`config.mk`:
```
export PLATFORM = sky130hd
export DESIGN_NAME = ysyx_22040750_axi_arb
export DESIGN_NICKNAME = d
export VERILOG_FILES = /design/src/rtl/ysyx_22040750_axi_arb.sv
export SDC_FILE = /design/constraint.sdc
export NUM_CORES = 1
export LEC_CHECK = 0
export ABC_CLOCK_PERIOD_IN_PS = 2600
export BUFFER_PORTS_ARGS = -buffer_cell sky130_fd_sc_hd__buf_2
export CORE_AREA = 2 2 202 204
export DETAILED_ROUTE_END_ITERATION = 8
export DIE_AREA = 0 0 204 206
export PLACE_DENSITY_LB_ADDON = 0.1
export SYNTH_ARGS = -nofsm -noshare
export SYNTH_HDL_FRONTEND = slang
export SYNTH_SLANG_ARGS = --single-unit
export TNS_END_PERCENT = 20
```
`constraint.sdc`:
```
create_clock -name I_clk -period 2.6 [get_ports I_clk]
set_clock_uncertainty 0.15 [all_clocks]
set_input_delay 0.13 -clock I_clk [delete_from_list [all_inputs] [get_ports I_clk]]
set_output_delay 0.13 -clock I_clk [all_outputs]
set_load 0.03 [all_outputs]
```
`src/rtl/ysyx_22040750_axi_arb.sv`:
```
// ysyx_22040750_axi_arb: shares one AXI-lite slave between the IFU (read) and LSU (read/write),
// one transaction in flight, round-robin reads, writes ahead of reads.
module ysyx_22040750_axi_arb #(
    parameter int AW = 32,
    parameter int DW = 64,
    parameter int SW = 8
) (
    input  logic          I_clk,
    input  logic          I_rst,
    input  logic [AW-1:0] I_m0_araddr,
    input  logic          I_m0_arvalid,
    output logic          O_m0_arready,
    output logic [DW-1:0] O_m0_rdata,
    output logic          O_m0_rvalid,
    input  logic          I_m0_rready,
    input  logic [AW-1:0] I_m1_araddr,
    input  logic          I_m1_arvalid,
    output logic          O_m1_arready,
    output logic [DW-1:0] O_m1_rdata,
    output logic          O_m1_rvalid,
    input  logic          I_m1_rready,
    input  logic [AW-1:0] I_m1_awaddr,
    input  logic          I_m1_awvalid,
    output logic          O_m1_awready,
    input  logic [DW-1:0] I_m1_wdata,
    input  logic [SW-1:0] I_m1_wstrb,
    input  logic          I_m1_wvalid,
    output logic          O_m1_wready,
    output logic          O_m1_bvalid,
    input  logic          I_m1_bready,
    output logic [AW-1:0] O_s_araddr,
    output logic          O_s_arvalid,
    input  logic          I_s_arready,
    input  logic [DW-1:0] I_s_rdata,
    input  logic          I_s_rvalid,
    output logic          O_s_rready,
    output logic [AW-1:0] O_s_awaddr,
    output logic          O_s_awvalid,
    input  logic          I_s_awready,
    output logic [DW-1:0] O_s_wdata,
    output logic [SW-1:0] O_s_wstrb,
    output logic          O_s_wvalid,
    input  logic          I_s_wready,
    input  logic          I_s_bvalid,
    output logic          O_s_bready
);
    typedef enum logic [1:0] {R_IDLE, R_AR, R_DATA} rstate_t;
    typedef enum logic [1:0] {W_IDLE, W_AW, W_W, W_B} wstate_t;
    rstate_t r_rs, w_rs_nx;
    wstate_t r_ws, w_ws_nx;
    logic r_last, r_grant, r_b_hold, r_rst_d;
    logic w_last_nx, w_grant_nx, w_b_hold_nx, w_live, w_gnt, w_rready;
    logic [AW-1:0] r_araddr, r_awaddr, w_araddr_nx, w_awaddr_nx;

    // handshakes stay masked during reset and the cycle after it
    assign w_live = !(I_rst || r_rst_d);
    assign w_gnt = (I_m0_arvalid && I_m1_arvalid) ? !r_last : I_m1_arvalid;
    assign O_s_araddr = r_araddr;
    assign O_s_awaddr = r_awaddr;
    assign O_s_wdata = I_m1_wdata;
    assign O_s_wstrb = I_m1_wstrb;

    always_ff @(posedge I_clk) begin
        r_rst_d <= I_rst;
        if (I_rst) begin
            r_rs <= R_IDLE;
            r_ws <= W_IDLE;
            r_last <= 1'b1;
            r_grant <= 1'b0;
            r_b_hold <= 1'b0;
            r_araddr <= '0;
            r_awaddr <= '0;
        end else begin
            r_rs <= w_rs_nx;
            r_ws <= w_ws_nx;
            r_last <= w_last_nx;
            r_grant <= w_grant_nx;
            r_b_hold <= w_b_hold_nx;
            r_araddr <= w_araddr_nx;
            r_awaddr <= w_awaddr_nx;
        end
    end

    always_comb begin
        w_rs_nx = r_rs;
        w_ws_nx = r_ws;
        w_last_nx = r_last;
        w_grant_nx = r_grant;
        w_b_hold_nx = r_b_hold;
        w_araddr_nx = r_araddr;
        w_awaddr_nx = r_awaddr;
        w_rready = 1'b0;
        O_m0_arready = 1'b0;
        O_m1_arready = 1'b0;
        O_m0_rvalid = 1'b0;
        O_m1_rvalid = 1'b0;
        O_m0_rdata = '0;
        O_m1_rdata = '0;
        O_s_arvalid = 1'b0;
        O_s_rready = 1'b0;
        O_m1_awready = 1'b0;
        O_s_awvalid = 1'b0;
        O_s_wvalid = 1'b0;
        O_m1_wready = 1'b0;
        O_s_bready = 1'b0;
        O_m1_bvalid = 1'b0;
        if (w_live) begin
            case (r_rs)
                R_IDLE: if (r_ws == W_IDLE && !I_m1_awvalid && (I_m0_arvalid || I_m1_arvalid)) begin
                    O_m0_arready = !w_gnt;
                    O_m1_arready = w_gnt;
                    w_grant_nx = w_gnt;
                    w_araddr_nx = w_gnt ? I_m1_araddr : I_m0_araddr;
                    w_rs_nx = R_AR;
                end
                R_AR: begin
                    O_s_arvalid = 1'b1;
                    w_rs_nx = I_s_arready ? R_DATA : R_AR;
                end
                R_DATA: begin
                    w_rready = r_grant ? I_m1_rready : I_m0_rready;
                    O_s_rready = w_rready;
                    O_m0_rvalid = !r_grant && I_s_rvalid;
                    O_m1_rvalid = r_grant && I_s_rvalid;
                    O_m0_rdata = r_grant ? '0 : I_s_rdata;
                    O_m1_rdata = r_grant ? I_s_rdata : '0;
                    if (I_s_rvalid && w_rready) begin
                        w_last_nx = r_grant;
                        w_rs_nx = R_IDLE;
                    end
                end
                default: w_rs_nx = R_IDLE;
            endcase
            case (r_ws)
                W_IDLE: begin
                    O_m1_awready = r_rs == R_IDLE;
                    if (r_rs == R_IDLE && I_m1_awvalid) begin
                        w_awaddr_nx = I_m1_awaddr;
                        w_ws_nx = W_AW;
                    end
                end
                W_AW: begin
                    O_s_awvalid = 1'b1;
                    w_ws_nx = I_s_awready ? W_W : W_AW;
                end
                W_W: begin
                    O_s_wvalid = I_m1_wvalid;
                    O_m1_wready = I_s_wready;
                    O_s_bready = 1'b1;
                    if (I_m1_wvalid && I_s_wready) begin
                        w_ws_nx = W_B;
                        w_b_hold_nx = I_s_bvalid;
                    end
                end
                W_B: begin
                    O_s_bready = !r_b_hold;
                    O_m1_bvalid = r_b_hold;
                    w_b_hold_nx = r_b_hold || I_s_bvalid;
                    if (I_m1_bready && r_b_hold) begin
                        w_b_hold_nx = 1'b0;
                        w_ws_nx = W_IDLE;
                    end
                end
            endcase
        end
    end
endmodule

```
==> metrics, run 1 <==
outcome complete, no violations; CTS tree yes; die area 0.0420 sq mm; Syn Nets 805; post-layout min period 2380 ps; Placer Congestion 0.671; 1st-iter DRT viols 246; sequential area share after synthesis 30.4%; Post-CTS Setup Repair Bufs 0; Synth Area in XOR/XNOR 0%; Slew Limit Fails 0; Switch Pwr 933 uW; die width 204 microns; max cap viols 0; dominant cell by count in the synthesized netlist and2_1; Setup TNS Final 0 ps; combinational family with the most area after synthesis simple AND/OR/NAND/NOR gates; post-synthesis mux area share 11.4%; WS Path Type flip-flop to output pin; sequential share of power 35.8%; Post-Syn Instances 559; GRT Util Overall 11.8%; Final WS setup 215 ps; final hold violations 0; initial antenna violation count 1; core box area 0.0402 sq mm; Core Rows 74; via count 5476; Area after DPL 0.00676 sq mm; HPWL Detailed 20.3 mm; type of origin of the critical path flip-flop; Via density 3.69; cell taking the most area after synthesis dfxtp_1; final setup fails 0; Reg area 0.00144 sq mm; adder-cell area share of the yosys netlist 0%; drt first pass iters 4; Synth Area in Compound Gates 15.2%; final hold slack 61.3 ps; Routed WL 26.0 mm; share of cells above drive strength 1 45.5%; Yosys cell types 40; pre-CTS WS 373 ps; Critical Path RT 2320 ps; IR drop worst, VDD 235 uV; CTS H-tree lvls 3; CTS root buffer clkbuf_16; Synth top cells by count 129 x and2_1, 73 x buf_4, 72 x dfxtp_1; port bufs 377; Post-DRT Antenna Nets 0; worst slew pin tran 1000 ps; synth top area cells dfxtp_1 30%, and2_1 17%, buf_4 12%; grt ovf 0; Fill cells 4597; critical path endpoint category output pin; Avg WL per Cell 17.5 microns; synth warn 0; Syn-to-layout area delta 70.6%; buffers from clock root to sink, at most 2; Fmax 419 MHz; clk slew on worst S/H paths 60 ps; DRC 0; Post-Layout Inst Area 0.00810 sq mm; Cell Area, Synth 0.00475 sq mm; crit-path max FO 53; reg-to-reg slack, setup 550 ps; post-synthesis simple-gate area fraction 26.4%; min-delay worst type primary input to flip-flop; RSZ-0062 raised after global routing no; Comb power frac 22.3%; Pwr per Cell Area 402 mW/mm^2; Worst Path Arrival 2100 ps; number of synthesized flops with an enable pin 0; total power 3260 uW; area of the multi-input gates 0.00256 sq mm; Num CTS Buffers 9; global-route wire length before repair 36.4 mm; Pint 2330 uW; worst rel slew slack 33.3%; CTS Sinks 72; fraction of registers with async set/reset 0%; switch share 28.6%; initial cell density of the core 11.8%; I/O pin total 522; clock share of power 41.9%; largest net degree at the start of global routing 65; Synth Area per Inst 8.49 sq um; vias in the first global route 5619; leakage 0.00399 uW; fin crit share 91.7%; Synth Flop Type dfxtp_1; clock latency at the later pin of the worst-skew pair 340 ps; area share of the largest cell type after synthesis 30.4%; register bit total from synthesis 72; Vert. Die Dim 206 microns; NumNets Final 1193
==> state kept, by name, summed over array words and instances, names as in the netlist, named ones only <==
signal and cells:
O_s_araddr 32, O_s_awaddr 32, r_rs 2, r_b_hold 1, r_grant 1, r_last 1, r_rst_d 1, r_ws 1
==> timing repair <==
item,CTS,global route
resized for setup,1,2
hold endpoints to repair,70,0
hold buffers,101,0
setup endpoints to repair,3,1
==> worst paths after layout <==
| check | startpoint | endpoint | depth (start not counted) |
|---|---|---|---|
| max | r_rs[1] | O_m1_rdata[36] | 5 |
| min | I_m1_bready | r_b_hold | 4 |
| max reg2reg | r_last | O_s_araddr[16] | 5 |
| min reg2reg | O_s_awaddr[13] | O_s_awaddr[13] | 2 |
==> cells in the final DEF (no fill, tap or decap), drive strengths merged, types with 9 or more instances in the layout <==
cell	n
mux2	17
nor2b	20
buf	398
o21ai	35
a21oi	22
and2	129
nand4	15
dfxtp	72
mux2i	35
nor2	9
dlygate4sd3	101
o311ai	33
o31ai	15
clkbuf	11
==> routing by layer <==
layer | global-route usage, % | vias to the layer above | wire (microns)
li1 | - | 2661 | -
met1 | 12.4 | 2496 | 9850
met2 | 21.5 | 306 | 13200
met3 | 4.15 | 13 | 2400
met4 | 4.24 | 0 | 536
met5 | 0 | - | 0
==> cell families (layout without fill, tap and decap cells) <==
family / after synthesis / count (layout)
flip-flops: 72 / 72
buffers and inverters: 127 / 520
multiplexers: 52 / 52
AND/OR/NAND/NOR: 199 / 199
AO/OA/AOI/OAI: 109 / 109
other: 0 / 1
==> power groups by stage <==
stage | Combinational, uW | Sequential, uW | Clock (uW)
after floorplan | 418 | 1270 | 0
after global placement | 606 | 1190 | 0
after detailed placement | 606 | 1190 | 0
after CTS | 745 | 1170 | 1440
after global routing | 790 | 1170 | 1480
final | 726 | 1170 | 1360
==> cell type report <==
| class | count | area share (%) |
|---|---|---|
| well taps | 532 | 8.22 |
| clock inverters | 5 | 1.00 |
| diodes | 1 | 0.0309 |
| repair buffers | 499 | 38.2 |
| inverters | 5 | 0.232 |
| multi-input cells | 360 | 31.6 |
| clock buffers | 11 | 2.87 |
| flip-flops and latches | 72 | 17.8 |
==> through the flow <==
stage                     util (%)  std cells
after floorplan                  -        559
after global placement        16.8       1367
after detailed placement      16.8       1367
after CTS                     20.1       1484
after global routing          20.1       1484
final                         20.2       1485
==> worst max-delay path, stage by stage, from the launching register on <==
cell	delay, ps
dfxtp_1	410
or4b_4	570
nor2_4	150
buf_12	210
and2_1	200
buf_2	220
Note: power is estimated with default switching activity, not from simulation.
==> run 2: changes to the inputs <==
ABC_AREA = 1   (was unset)
ABC_CLOCK_PERIOD_IN_PS = 2400   (was 2600)
CORE_AREA = 2 2 201 203   (was 2 2 202 204)
DIE_AREA = 0 0 203 205   (was 0 0 204 206)
GPL_TIMING_DRIVEN = 0   (was unset)
clock period = 2.4 ns   (was 2.6 ns; I/O delays follow)
==> run 2 against run 1 <==
Sequential share of layout area down 1.5 points. Critical path depth up 2. Global-route usage up 0.18 points. Count of clock-buffer cells in the layout down 2. Non-clock buffer count up 163. Clock power up 5%. Register-to-register slack worse by 280 ps. Cell count up 25%. Largest power group unchanged.
==> metrics, run 2 <==
outcome complete, no violations (unchanged); Syn Nets 1008 (was 805); Syn-to-layout area delta 93.6% (was 70.6%); cell taking the most area after synthesis dfxtp_1 (unchanged); Most common cell on crit path buf_2; global-route wire length before repair 37.1 mm (was 36.4 mm); fraction of registers with async set/reset 0% (unchanged); Synth Area in XOR/XNOR 0% (unchanged); synth top area cells dfxtp_1 32%, nor2_1 17%, nand2_1 15% (was dfxtp_1 30%, and2_1 17%, buf_4 12%); Synth Flop Type dfxtp_1 (unchanged); initial cell density of the core 11.6% (was 11.8%); Post-Syn Instances 762 (was 559); port bufs 449 (was 377); Routed WL 26.6 mm (was 26.0 mm); core box area 0.0394 sq mm (was 0.0402 sq mm); largest net degree at the start of global routing 15 (was 65); NumNets Final 1568 (was 1193); commonest non-fill, non-tap cell in the layout buf_2 (unchanged); leakage 0.00503 uW (was 0.00399 uW); switch share 33.4% (was 28.6%); CP peak stage delay 360 ps (was 570 ps); sequential area share after synthesis 31.5% (was 30.4%); Synth top cells by count 212 x nor2_1, 184 x nand2_1, 81 x inv_1 (was 129 x and2_1, 73 x buf_4, 72 x dfxtp_1); min-delay worst type primary input to flip-flop (unchanged); register bit total from synthesis 72 (unchanged); type of origin of the critical path flip-flop (unchanged); post-synthesis simple-gate area fraction 35.6% (was 26.4%); Core Rows 73 (was 74); Post-DRT Antenna Nets 0 (unchanged); Worst Path Arrival 1950 ps (was 2100 ps); Num CTS Buffers 9 (unchanged); clock latency at the later pin of the worst-skew pair 350 ps (was 340 ps); final hold violations 0 (unchanged); max cap viols 0 (unchanged); Cell Area, Synth 0.00457 sq mm (was 0.00475 sq mm); worst rel slew slack 45.6% (was 33.3%); Via density 3.48 (was 3.69); Synth Area in Compound Gates 9.31% (was 15.2%); Pwr per Cell Area 430 mW/mm^2 (was 402 mW/mm^2); Yosys cell types 20 (was 40); die width 203 microns (was 204 microns); Post-CTS Setup Repair Bufs 0 (unchanged); worst slew pin tran 816 ps (was 1000 ps); Comb power frac 29.0% (was 22.3%); critical path endpoint category output pin (unchanged); Switch Pwr 1270 uW (was 933 uW); WS Path Type flip-flop to output pin (unchanged); most frequent cells in the layout 451 x buf_2, 207 x nor2_1, 183 x nand2_1, 101 x dlygate4sd3_1, 81 x inv_1 (was 377 x buf_2, 129 x and2_1, 101 x dlygate4sd3_1, 72 x dfxtp_1, 35 x mux2i_1); area share of the largest cell type after synthesis 31.5% (was 30.4%); Setup TNS Final 0 ps (unchanged); DRC 0 (unchanged); met3 wire len 1.93 mm (was 2.40 mm); initial antenna violation count 3 (was 1); synth warn 0 (unchanged); number of synthesized flops with an enable pin 0 (unchanged); combinational family with the most area after synthesis simple AND/OR/NAND/NOR gates (unchanged); Placer Congestion 0.782 (was 0.671); metal2 WL 14.3 mm (was 13.2 mm); post-synthesis mux area share 0% (was 11.4%); Avg WL per Cell 14.4 microns (was 17.5 microns); Slew Limit Fails 0 (unchanged); Final WS setup 178 ps (was 215 ps); Post-Layout Inst Area 0.00885 sq mm (was 0.00810 sq mm); drt first pass iters 4 (unchanged); pre-CTS WS 191 ps (was 373 ps); final hold slack 24.9 ps (was 61.3 ps); Top Layer Used met5 (was met4); Fmax 450 MHz; Critical Path Slowest Stage Cell dfxtp_1 (was or4b_4); CTS root buffer clkbuf_16 (unchanged); crit-path cells nor2_2 > nand2_1 > or2_1 > buf_2 > buf_2 > nor2_1 > buf_2 (was or4b_4 > nor2_4 > buf_12 > and2_1 > buf_2); GRT Util Overall 11.9% (was 11.8%); CTS tree yes (unchanged); Met1 Routed Length 10.1 mm (was 9.85 mm); clock share of power 37.4% (was 41.9%); dominant cell by count in the synthesized netlist nor2_1 (was and2_1); adder-cell area share of the yosys netlist 0% (unchanged); IR drop worst, VDD 232 uV (was 235 uV); Finished Core Util 22.5% (was 20.2%); CTS Sinks 72 (unchanged); CTS H-tree lvls 3 (unchanged); Pint 2540 uW (was 2330 uW); fin crit share 92.6%; via count 6454 (was 5476); Area after DPL 0.00747 sq mm (was 0.00676 sq mm); Vert. Die Dim 205 microns (was 206 microns); Critical Path RT 2130 ps (was 2320 ps); sequential share of power 33.5% (was 35.8%); I/O pin total 522 (unchanged); buffers from clock root to sink, at most 2 (unchanged); crit-path max FO 10 (was 53); RSZ-0062 raised after global routing no (unchanged); clk slew on worst S/H paths 70 ps (was 60 ps); vias in the first global route 6060 (was 5619); grt ovf 0 (unchanged); 1st-iter DRT viols 223 (was 246); final setup fails 0 (unchanged); HPWL Detailed 22.3 mm (was 20.3 mm); share of cells above drive strength 1 44.8% (was 45.5%); Synth Area per Inst 6.00 sq um (was 8.49 sq um); die area 0.0416 sq mm (was 0.0420 sq mm); post-layout min period 2220 ps
## run 2: per-layer routing
| metal | vias up | GRT usage, % |
|---|---|---|
| met5 | - | 0 |
| met4 | 4 | 2.84 |
| met3 | 18 | 2.91 |
| met2 | 253 | 23.3 |
| met1 | 2864 | 12.8 |
| li1 | 3315 | - |
## run 2: cell families after synthesis
group,after synthesis
DFF,72
AOI/OAI and AO/OA,77
buffers and inverters,196
and+or+nand+nor,417
## run 2: layout make-up
cell class                 count  area, sq um
inverter                      83          314
fill                        4534        30500
clock buffer                   9          225
clock inverter                 7         77.6
sequential                    72         1440
antenna                        1         2.50
buffer                       112          768
multi-input combinational    494         2080
tap                          525          657
timing repair buffer         550         3290
## run 2: power groups by stage
| stage | Combinational (uW) | Sequential (uW) | Clock [uW] |
|---|---|---|---|
| after floorplan | 520 | 1390 | 0 |
| after global placement | 989 | 1300 | 0 |
| after detailed placement | 986 | 1300 | 0 |
| after CTS | 1120 | 1280 | 1490 |
| after global routing | 1210 | 1280 | 1530 |
| final | 1110 | 1280 | 1430 |
## run 2: worst max-delay path: cells and delay by family (launching register included)
kind | cells | cell delay (ps)
AND/OR/NAND/NOR | 4 | 630
buffers and inverters | 3 | 610
flip-flops | 1 | 360
## run 2: path summary, 6_finish.rpt
path	endpoint	cells past startpoint	from	slack, ps
setup / recovery	O_m1_arready	7	r_rs[0]	180
hold / removal	O_s_araddr[23]	5	I_m1_araddr[23]	20
setup reg to reg	O_s_araddr[20]	8	r_last	270
hold reg to reg	O_s_araddr[1]	2	O_s_araddr[1]	310
## run 2: timing repair
item,CTS,global route
setup endpoints to repair,53,58
hold endpoints to repair,69,0
resized for setup,5,22
hold buffers,101,0
## run 2: per-stage QoR
stage	total power, uW	instances
2_1_floorplan	1910	762
4_1_cts	3890	1853
5_1_grt	4020	1852
3_5_place_dp	2290	1736
3_3_place_gp	2290	1736
6_report	3810	1853
